File: src/rtl/agc_lfsr_pkg.sv
// -----------------------------------------------------------------------------
// agc_lfsr_pkg
// Shared definitions for the agc_lfsr_gen block.
//   fsm_state_e  : run/idle control state
//   NBITS_MAX    : largest number of LFSR steps allowed per clock
//   DEFAULT_*    : default polynomial length, second tap and seed
// -----------------------------------------------------------------------------
package agc_lfsr_pkg;

   typedef enum logic {
      ST_IDLE = 1'b0,
      ST_RUN  = 1'b1
   } fsm_state_e;

   localparam int          NBITS_MAX    = 8;
   localparam int          LEN_MIN      = 5;
   localparam int          LEN_MAX      = 64;
   localparam int          DEFAULT_LEN  = 35;
   localparam int          DEFAULT_TAP  = 33;
   localparam logic [63:0] DEFAULT_SEED = 64'd1;

endpackage : agc_lfsr_pkg

File: src/rtl/agc_lfsr_leap.sv
// -----------------------------------------------------------------------------
// agc_lfsr_leap
// Purely combinational NBITS-step advance of a two-tap Fibonacci LFSR.
// Each step: b = x[LFSR_LEN-1] ^ x[TAP-1]; x = {x[LFSR_LEN-2:0], b}.
// Ports:
//   state_i  : current LFSR state
//   next_o   : state after NBITS steps
//   bits_o   : new bit of each step, bits_o[0] from the first step
//   inter_o  : state after each step (inter_o[k] after step k); present only
//              when AGC_LFSR_WRAP_DET_EN is defined, since nothing else
//              consumes it
// Macro: AGC_LFSR_WRAP_DET_EN
// -----------------------------------------------------------------------------
module agc_lfsr_leap
   import agc_lfsr_pkg::*;
#(
   parameter int LFSR_LEN = DEFAULT_LEN,
   parameter int TAP      = DEFAULT_TAP,
   parameter int NBITS    = 4
) (
   input  logic [LFSR_LEN-1:0]            state_i,
   output logic [LFSR_LEN-1:0]            next_o,
   output logic [NBITS-1:0]               bits_o
`ifdef AGC_LFSR_WRAP_DET_EN
   ,
   output logic [NBITS-1:0][LFSR_LEN-1:0] inter_o
`endif
);

   // chain_w[k] is the state after k steps; chain_w[0] is the input state.
   logic [LFSR_LEN-1:0] chain_w [NBITS+1];

   assign chain_w[0] = state_i;

   for (genvar gi = 0; gi < NBITS; gi++) begin : g_step
      logic fb_w;
      assign fb_w           = chain_w[gi][LFSR_LEN-1] ^ chain_w[gi][TAP-1];
      assign chain_w[gi+1]  = {chain_w[gi][LFSR_LEN-2:0], fb_w};
      assign bits_o[gi]     = fb_w;
`ifdef AGC_LFSR_WRAP_DET_EN
      assign inter_o[gi]    = chain_w[gi+1];
`endif
   end

   assign next_o = chain_w[NBITS];

endmodule : agc_lfsr_leap

File: src/rtl/agc_lfsr_gen.sv
// -----------------------------------------------------------------------------
// agc_lfsr_gen
// Multi-bit-per-clock LFSR bit generator with run/idle control, seed loading,
// all-zero lockup recovery and optional wrap (period) detection.
// Ports:
//   clk_i      : clock, rising edge
//   rst_i      : synchronous active-high reset, highest priority
//   start_i    : IDLE -> RUN request
//   stop_i     : RUN -> IDLE request (wins over start_i), state retained
//   en_i       : advance NBITS steps this clock while in RUN
//   seed_wr_i  : load seed_i (zero falls back to SEED), no advance that cycle
//   seed_i     : seed value
//   out_o      : generated bits, out_o[0] oldest; held when not advancing
//   valid_o    : out_o was refreshed by the previous clock
//   lockup_o   : one-cycle pulse on zero-seed fallback or zero-state reload
//   wrap_o     : one-cycle pulse when a step revisits the last loaded seed
//   running_o  : FSM is in RUN
// Macro: AGC_LFSR_WRAP_DET_EN builds the seed register and comparators that
// drive wrap_o; without it wrap_o is tied low.
// -----------------------------------------------------------------------------
module agc_lfsr_gen
   import agc_lfsr_pkg::*;
#(
   parameter int                   LFSR_LEN = DEFAULT_LEN,
   parameter int                   TAP      = DEFAULT_TAP,
   parameter int                   NBITS    = 4,
   parameter logic [LFSR_LEN-1:0]  SEED     = LFSR_LEN'(DEFAULT_SEED)
) (
   input  logic                clk_i,
   input  logic                rst_i,
   input  logic                start_i,
   input  logic                stop_i,
   input  logic                en_i,
   input  logic                seed_wr_i,
   input  logic [LFSR_LEN-1:0] seed_i,
   output logic [NBITS-1:0]    out_o,
   output logic                valid_o,
   output logic                lockup_o,
   output logic                wrap_o,
   output logic                running_o
);

   // Elaboration-time parameter range checks.
   if (LFSR_LEN < LEN_MIN || LFSR_LEN > LEN_MAX) begin : g_bad_len
      $fatal(1, "agc_lfsr_gen: LFSR_LEN=%0d out of range 5..64", LFSR_LEN);
   end
   if (TAP < 1 || TAP >= LFSR_LEN) begin : g_bad_tap
      $fatal(1, "agc_lfsr_gen: TAP=%0d must be 1..LFSR_LEN-1", TAP);
   end
   if (NBITS < 1 || NBITS > NBITS_MAX) begin : g_bad_nbits
      $fatal(1, "agc_lfsr_gen: NBITS=%0d out of range 1..8", NBITS);
   end
   if (SEED == '0) begin : g_bad_seed
      $fatal(1, "agc_lfsr_gen: SEED must be nonzero");
   end

   fsm_state_e          fsm_q,    fsm_d;
   logic [LFSR_LEN-1:0] state_q,  state_d;
   logic [NBITS-1:0]    out_q,    out_d;
   logic                valid_q,  valid_d;
   logic                lockup_q, lockup_d;

   logic [LFSR_LEN-1:0] next_w;
   logic [NBITS-1:0]    bits_w;
   logic [LFSR_LEN-1:0] load_val_w;
   logic                advance_w;

`ifdef AGC_LFSR_WRAP_DET_EN
   logic [NBITS-1:0][LFSR_LEN-1:0] inter_w;
`endif

   agc_lfsr_leap #(
      .LFSR_LEN (LFSR_LEN),
      .TAP      (TAP),
      .NBITS    (NBITS)
   ) u_leap (
      .state_i  (state_q),
      .next_o   (next_w),
      .bits_o   (bits_w)
`ifdef AGC_LFSR_WRAP_DET_EN
      ,
      .inter_o  (inter_w)
`endif
   );

   // An all-zero seed would lock the LFSR, so it is replaced by SEED.
   assign load_val_w = (seed_i == '0) ? SEED : seed_i;

   // A genuine advance: RUN, enabled, no seed write, and a live state.
   assign advance_w  = !seed_wr_i && (fsm_q == ST_RUN) && en_i && (state_q != '0);

   always_comb begin
      fsm_d    = fsm_q;
      state_d  = state_q;
      out_d    = out_q;
      valid_d  = 1'b0;
      lockup_d = 1'b0;

      unique case (fsm_q)
         ST_IDLE: if (start_i) fsm_d = ST_RUN;
         ST_RUN:  if (stop_i)  fsm_d = ST_IDLE;
         default: fsm_d = ST_IDLE;
      endcase

      if (seed_wr_i) begin
         state_d  = load_val_w;
         lockup_d = (seed_i == '0);
      end else if ((fsm_q == ST_RUN) && en_i) begin
         if (state_q == '0) begin
            // Recovery path: reload instead of advancing, no new bits.
            state_d  = SEED;
            lockup_d = 1'b1;
         end else begin
            state_d  = next_w;
            out_d    = bits_w;
            valid_d  = 1'b1;
         end
      end
   end

   always_ff @(posedge clk_i) begin
      if (rst_i) begin
         fsm_q    <= ST_IDLE;
         state_q  <= SEED;
         out_q    <= '0;
         valid_q  <= 1'b0;
         lockup_q <= 1'b0;
      end else begin
         fsm_q    <= fsm_d;
         state_q  <= state_d;
         out_q    <= out_d;
         valid_q  <= valid_d;
         lockup_q <= lockup_d;
      end
   end

`ifdef AGC_LFSR_WRAP_DET_EN
   // Remember the last value actually loaded into the state and flag any
   // intermediate step that lands back on it.
   logic [LFSR_LEN-1:0] seed_q, seed_d;
   logic                wrap_q, wrap_d;
   logic [NBITS-1:0]    hit_w;

   for (genvar gi = 0; gi < NBITS; gi++) begin : g_cmp
      assign hit_w[gi] = (inter_w[gi] == seed_q);
   end

   always_comb begin
      seed_d = seed_wr_i ? load_val_w : seed_q;
      wrap_d = advance_w && (|hit_w);
   end

   always_ff @(posedge clk_i) begin
      if (rst_i) begin
         seed_q <= SEED;
         wrap_q <= 1'b0;
      end else begin
         seed_q <= seed_d;
         wrap_q <= wrap_d;
      end
   end

   assign wrap_o = wrap_q;
`else
   // advance_w only feeds wrap detection.
   logic unused_advance_w;
   assign unused_advance_w = advance_w;
   assign wrap_o = 1'b0;
`endif

   assign out_o     = out_q;
   assign valid_o   = valid_q;
   assign lockup_o  = lockup_q;
   assign running_o = (fsm_q == ST_RUN);

endmodule : agc_lfsr_gen
File: config.mk
export PLATFORM = sky130hd
export DESIGN_NAME = agc_lfsr_gen
export DESIGN_NICKNAME = d
export VERILOG_FILES = /design/src/rtl/agc_lfsr_pkg.sv /design/src/rtl/agc_lfsr_leap.sv /design/src/rtl/agc_lfsr_gen.sv
export SDC_FILE = /design/constraint.sdc
export NUM_CORES = 1
export LEC_CHECK = 0
export ABC_AREA = 0
export CAP_MARGIN = 10
export CORE_MARGIN = 2
export CORE_UTILIZATION = 40
export DETAILED_ROUTE_END_ITERATION = 12
export GPL_TIMING_DRIVEN = 0
export HOLD_SLACK_MARGIN = 0.12
export PLACE_DENSITY = 0.77
export SLEW_MARGIN = 40
export SYNTH_ARGS = -nofsm -noshare
export SYNTH_HDL_FRONTEND = slang
export SYNTH_SLANG_ARGS = --single-unit
File: constraint.sdc
create_clock -name clk_i -period 3.5 [get_ports clk_i]
set_input_delay 0.7 -clock clk_i [delete_from_list [all_inputs] [get_ports clk_i]]
set_output_delay 0.7 -clock clk_i [all_outputs]
set_load 0.005 [all_outputs]
==> results of run 1 <==
[critical path: stages]
cell and delay [ps]:
clkdlybuf4s50_1 510, clkbuf_1 390, clkbuf_1 590, o21ai_0 210, a31oi_1 180, nor2_1 50
[per-layer routing]
metal | up-vias | part of all wire (%) | GRT usage [%]
li1 | 1003 | - | -
met1 | 973 | 44 | 30.31
met2 | 85 | 46 | 35.17
met3 | 17 | 6.7 | 5.026
met4 | 0 | 2.7 | 10.33
met5 | - | 0 | 0
[cell usage after synthesis]
master     n  share of area [%]
buf_1      5               0.91
and2_1     1               0.30
nand3_1    2               0.49
clkbuf_1  10                1.8
nor4_1    17                5.2
nor3_1    28                6.8
a211oi_1   3                1.1
a221o_1    1               0.49
a311oi_2   1               0.73
xnor2_1    1               0.43
nand4_1    2               0.61
nand2_1   24                4.4
buf_4      2               0.73
xor2_1     3                1.3
nor2_1    44                8.0
buf_2      2               0.49
buf_6      3                1.6
a221oi_2  19                 14
dfxtp_1   42                 41
o21ai_0    3               0.73
mux2i_1    2               0.97
o31a_1     2               0.85
conb_1     1               0.18
a31oi_1    3               0.91
a221oi_1   3                1.3
a21oi_1   19                4.6
inv_1      2               0.36
[area by class of cell]
| cell class | instances | area share [%] |
|---|---|---|
| clock inverter | 1 | 1.107 |
| tap | 70 | 3.229 |
| multi-input combinational | 179 | 40.36 |
| sequential | 42 | 31.00 |
| timing repair buffer | 46 | 16.97 |
| buffer | 22 | 4.244 |
| clock buffer | 7 | 2.814 |
| inverter | 2 | 0.2768 |
[flip-flops by register name, indices dropped and copies added (netlist names)]
register and count:
lockup_o 1, out_o 4, running_o 1, state_q 35
valid_o 1
[per-stage QoR]
| stage | hold WS, ps | setup slack [ps] | utilization [%] |
|---|---|---|---|
| 4_1_cts | 521.5 | 1065 | 53.80 |
| 3_5_place_dp | 508.8 | 761.2 | 51.69 |
| 6_report | 523.4 | 1035 | 53.80 |
| 5_1_grt | 549.9 | 919.8 | 53.80 |
| 3_3_place_gp | 503.9 | 812.1 | 51.69 |
| 2_1_floorplan | 485.8 | 1612 | - |
[where the power goes]
| part | internal [mW] | total [mW] | switching (mW) |
|---|---|---|---|
| combinational | 0.109 | 0.220 | 0.111 |
| sequential | 0.511 | 0.545 | 0.0347 |
| clock | 0.214 | 0.381 | 0.167 |
| total | 0.833 | 1.15 | 0.313 |
[worst max path at each step]
stage / slack, ps / end / depth (start not counted)
5_1_grt: 920 / state_q[32] / 6
4_1_cts: 1060 / state_q[32] / 6
6_report: 1040 / state_q[32] / 6
3_3_place_gp: 810 / state_q[32] / 6
2_1_floorplan: 1610 / state_q[32] / 5
3_5_place_dp: 760 / state_q[32] / 6
[cell families after synthesis]
kind of cell	Yosys count	share of synthesized area (%)
buf+inv	24	5.958
mux	2	0.9727
compound gates	54	24.56
other cells	1	0.1822
flops	42	40.85
xor+xnor	4	1.702
simple gates	118	25.78
==> run_results.csv, run 1 <==
group,metric,value,unit
routing,first_pass_iters,4,
synth,yosys_register_bits,42,
outcome,status,"complete, no violations",
worst_setup_path,startpoint,"seed_wr_i",
routing,drt.antenna.violating_nets,0,
place,placed_cell_area,2606,um^2
final_layout,antenna_cells,0,
die,core-area,5042,um^2
die,die_h,75.73,um
worst_setup_path,crit_type,"in2reg",
global_routing,grt_pass1_wl,9618,um
worst_setup_path,cp-start-kind,"primary input",
clocking,cts_resized,0,
global_routing,grt_remaining_overflow,0,
worst_hold_path,hold_depth,2,
clocking,worstSkewPairLatency,300,ps
timing,tns,0,ps
final_layout,final_area,2713,um^2
clocking,htreeDepth,2,
routing,drt-total-wl,6127,um
timing,tightest_slew,723.2,ps
synth,yosysSeqAreaShare,40.85,%
place,dpl.cell_count,361,
power,power,1.146,mW
synth,syn_area_per_cell,8.401,um^2
worst_setup_path,r2r_start,"state_q[25]",
final_layout,drive_gt1_share,11.04,%
clocking,postCtsSetupBuffers,0,
clocking,cts.path.max_buffers,2,
worst_setup_path,cp.required,3680,ps
synth,syn-cell-area,2058,um^2
global_routing,gr-usage-all-layers,22.74,%
final_layout,nets,339,
worst_setup_path,worstReg2RegEnd,"state_q[17]",
clocking,cts_num_sinks,42,
power,power_density,422.5,nW/um^2
power,p_leak,0.9658,nW
routing,detail_route.vias_per_cell,5.631,
final_layout,fillers,490,
timing,rsz0062_at_grt,"no",
routing,wl_per_cell,16.60,um
timing,timing_hold_violations_final,0,
die,die_area,5735,um^2
final_layout,final_common_cell,"clkdlybuf4s50_1",
place,port_buffers,46,
final_layout,seqCellArea,840.8,um^2
timing,layout_min_cycle_time,2465,ps
synth,synthesis.nets,286,
timing,min_period_over_period,70.41,%
clocking,ctsHoldBuffers,0,
power,peakVddDrop,0.1759,mV
place,place_hpwl,4444,um
timing,fin_skew,7.758,ps
synth,postSynthCellCount,245,
die,fp.dieW,75.73,um
worst_hold_path,hold_path_end,"state_q[4]",
routing,route.detailed.drc,0,
clocking,clkTransAtPathRegs,80,ps
worst_setup_path,arrival,2640,ps
timing,maxSlewHeadroom,51.78,%
clocking,cts_root_buffer,"clkbuf_8",
final_layout,final_cell_mix,"clkdlybuf4s50_1, nor2_1, dfxtp_1, nor3_1, nand2_1",
clocking,tritoncts,"built",
run,max_cap_violations,0,
timing,setup_violations,0,
worst_hold_path,hp-class,"reg2reg",
worst_setup_path,crit_fanout,10,
place,gp_congestion,0.8560,
routing,route.vias.total,2078,
global_routing,grt_pass1_vias,1994,
clocking,cts_buffers,5,
final_layout,area_delta_synth_final,31.79,%
timing,fmax,0.4058,GHz
worst_setup_path,r2r_cells,7,
worst_hold_path,min-delay-start,"state_q[4]",
synth,synth_warnings,0,
routing,dr.first_iter.drc_count,224,
global_routing,grt_antenna_before_repair,0,
final_layout,instances_no_fill,369,
die,initial_core_util,40.82,%
timing,drv_slew,0,
die,num_rows,26,
synth,ys_types,27,
final_layout,multi_input_area,1095,um^2
global_routing,grt_max_degree,13,
worst_setup_path,regToRegSetupSlack,1430,ps
die,io-pin-count,49,
worst_setup_path,cp-end-kind,"flip-flop",
(Power assumes the default switching activity.)
==> run 2, diff against run 1 <==
==> constraint.sdc (replaced) <==
create_clock -name clk_i -period 2.3 [get_ports clk_i]
set_input_delay 0.46 -clock clk_i [delete_from_list [all_inputs] [get_ports clk_i]]
set_output_delay 0.46 -clock clk_i [all_outputs]
set_load 0.005 [all_outputs]
==> run_results.csv, run 2 (synthesis gave the netlist of run 1 again) <==
group,metric,value,unit
routing,wl_per_cell,16.63,um
place,place_hpwl,4444,um
timing,tns,0,ps
clocking,cts_num_sinks,42,
timing,drv_slew,0,
final_layout,max_flop_register,"state_q",
worst_setup_path,crit_type,"in2reg",
timing,min_period_over_period,91.52,%
worst_setup_path,crit_fanout,10,
final_layout,area_delta_synth_final,31.85,%
final_layout,fillers,489,
die,fp.dieW,75.73,um
final_layout,largest_register_ffs,35,
routing,route.vias.total,2080,
worst_setup_path,arrival,2320,ps
clocking,worstSkewPairLatency,300,ps
routing,dr.first_iter.drc_count,228,
clocking,ctsHoldBuffers,0,
power,switching_share,27.29,%
power,p_comb_share,19.2,%
routing,drt-total-wl,6135,um
place,port_buffers,46,
final_layout,drive_gt1_share,11.37,%
die,initial_core_util,40.82,%
clocking,cts.path.max_buffers,2,
worst_setup_path,startpoint,"seed_wr_i",
final_layout,nets,339,
global_routing,grt_pass1_wl,9618,um
run,max_cap_violations,0,
worst_setup_path,cp-start-kind,"primary input",
routing,route.detailed.drc,0,
routing,first_pass_iters,4,
global_routing,grt_max_degree,13,
die,num_rows,26,
power,p_switching,0.4759,mW
timing,fmax,0.4751,GHz
clocking,htreeDepth,2,
timing,tightest_slew,722.6,ps
power,p_leak,0.9687,nW
clocking,cts_root_buffer,"clkbuf_8",
final_layout,antenna_cells,0,
final_layout,final_cell_mix,"clkdlybuf4s50_1, nor2_1, dfxtp_1, nor3_1, nand2_1",
routing,detail_route.vias_per_cell,5.637,
worst_hold_path,hp-class,"in2reg",
die,core-area,5042,um^2
place,gp_congestion,0.8560,
clocking,cts_buffers,5,
worst_setup_path,r2r_start,"state_q[25]",
final_layout,final_common_cell,"clkdlybuf4s50_1",
global_routing,grt_antenna_before_repair,0,
global_routing,grt_pass1_vias,1994,
clocking,tritoncts,"built",
power,p_clk_share,33.2,%
timing,layout_min_cycle_time,2105,ps
die,io-pin-count,49,
outcome,status,"complete, no violations",
global_routing,grt_remaining_overflow,0,
clocking,clkTransAtPathRegs,80,ps
worst_hold_path,min-delay-start,"rst_i",
die,die_h,75.73,um
timing,maxSlewHeadroom,51.82,%
power,power_density,642.5,nW/um^2
power,peakVddDrop,0.2674,mV
timing,hold_slack,483.4,ps
timing,fin_skew,7.422,ps
worst_setup_path,cp-end-kind,"flip-flop",
timing,timing_hold_violations_final,0,
clocking,postCtsSetupBuffers,0,
power,seq_power_share,47.6,%
timing,setup_violations,0,
routing,drt.antenna.violating_nets,0,
power,p_int,1.268,mW
global_routing,gr-usage-all-layers,22.74,%
timing,rsz0062_at_grt,"no",
worst_setup_path,cp.required,2510,ps
die,die_area,5735,um^2
[run 2: per-layer routing]
layer | vias to the layer above | share of wire (%) | GRT usage, %
met5 | - | 0 | 0
met2 | 81 | 47 | 35.17
met1 | 976 | 45 | 30.31
met3 | 16 | 6.1 | 5.026
li1 | 1007 | - | -
met4 | 0 | 2.5 | 10.33
[run 2: stage by stage]
stage	total power, mW	std cells	instance area (um^2)	setup WS [ps]	util [%]
after floorplan	1.025	245	2058	638.4	-
after global placement	1.166	361	2606	-147.9	51.69
after detailed placement	1.173	361	2606	-198.8	51.69
after CTS	1.739	369	2713	104.6	53.80
after global routing	1.808	369	2714	69.87	53.82
final	1.744	369	2714	195.1	53.82
[run 2: final timing paths]
path	to	slack (ps)	depth (start not counted)
min reg2reg	state_q[4]	520	2
max reg2reg	state_q[17]	230	7
max	state_q[26]	200	5
min	out_o[3]	480	2
[run 2: timing repair]
action                                 4_1_cts  5_1_grt
endpoints found under the hold margin        0        0
setup endpoints to repair                    0        1
resized for setup                            0        2
[run 2: critical path: stages]
cell	delay, ps
clkdlybuf4s50_1	510
clkbuf_1	390
buf_1	610
a221oi_2	170
nor3_1	180
[run 2: area by class of cell]
| type | instances | area [um^2] | share of cell area [%] |
|---|---|---|---|
| Multi-Input combinational cell | 179 | 1095 | 40.34 |
| Tap cell | 70 | 87.58 | 3.227 |
| Timing Repair Buffer | 46 | 460.4 | 16.97 |
| Clock inverter | 1 | 30.03 | 1.107 |
| Sequential cell | 42 | 840.8 | 30.98 |
| Inverter | 2 | 7.507 | 0.2766 |
| Buffer | 22 | 116.4 | 4.288 |
| Clock buffer | 7 | 76.32 | 2.812 |
[run 2: power groups by stage]
stage | registers (mW) | clock network, mW | logic [mW]
6_report | 0.830 | 0.578 | 0.335
5_1_grt | 0.836 | 0.606 | 0.366
4_1_cts | 0.829 | 0.578 | 0.333
3_5_place_dp | 0.845 | 0 | 0.328
3_3_place_gp | 0.844 | 0 | 0.322
2_1_floorplan | 0.830 | 0 | 0.195
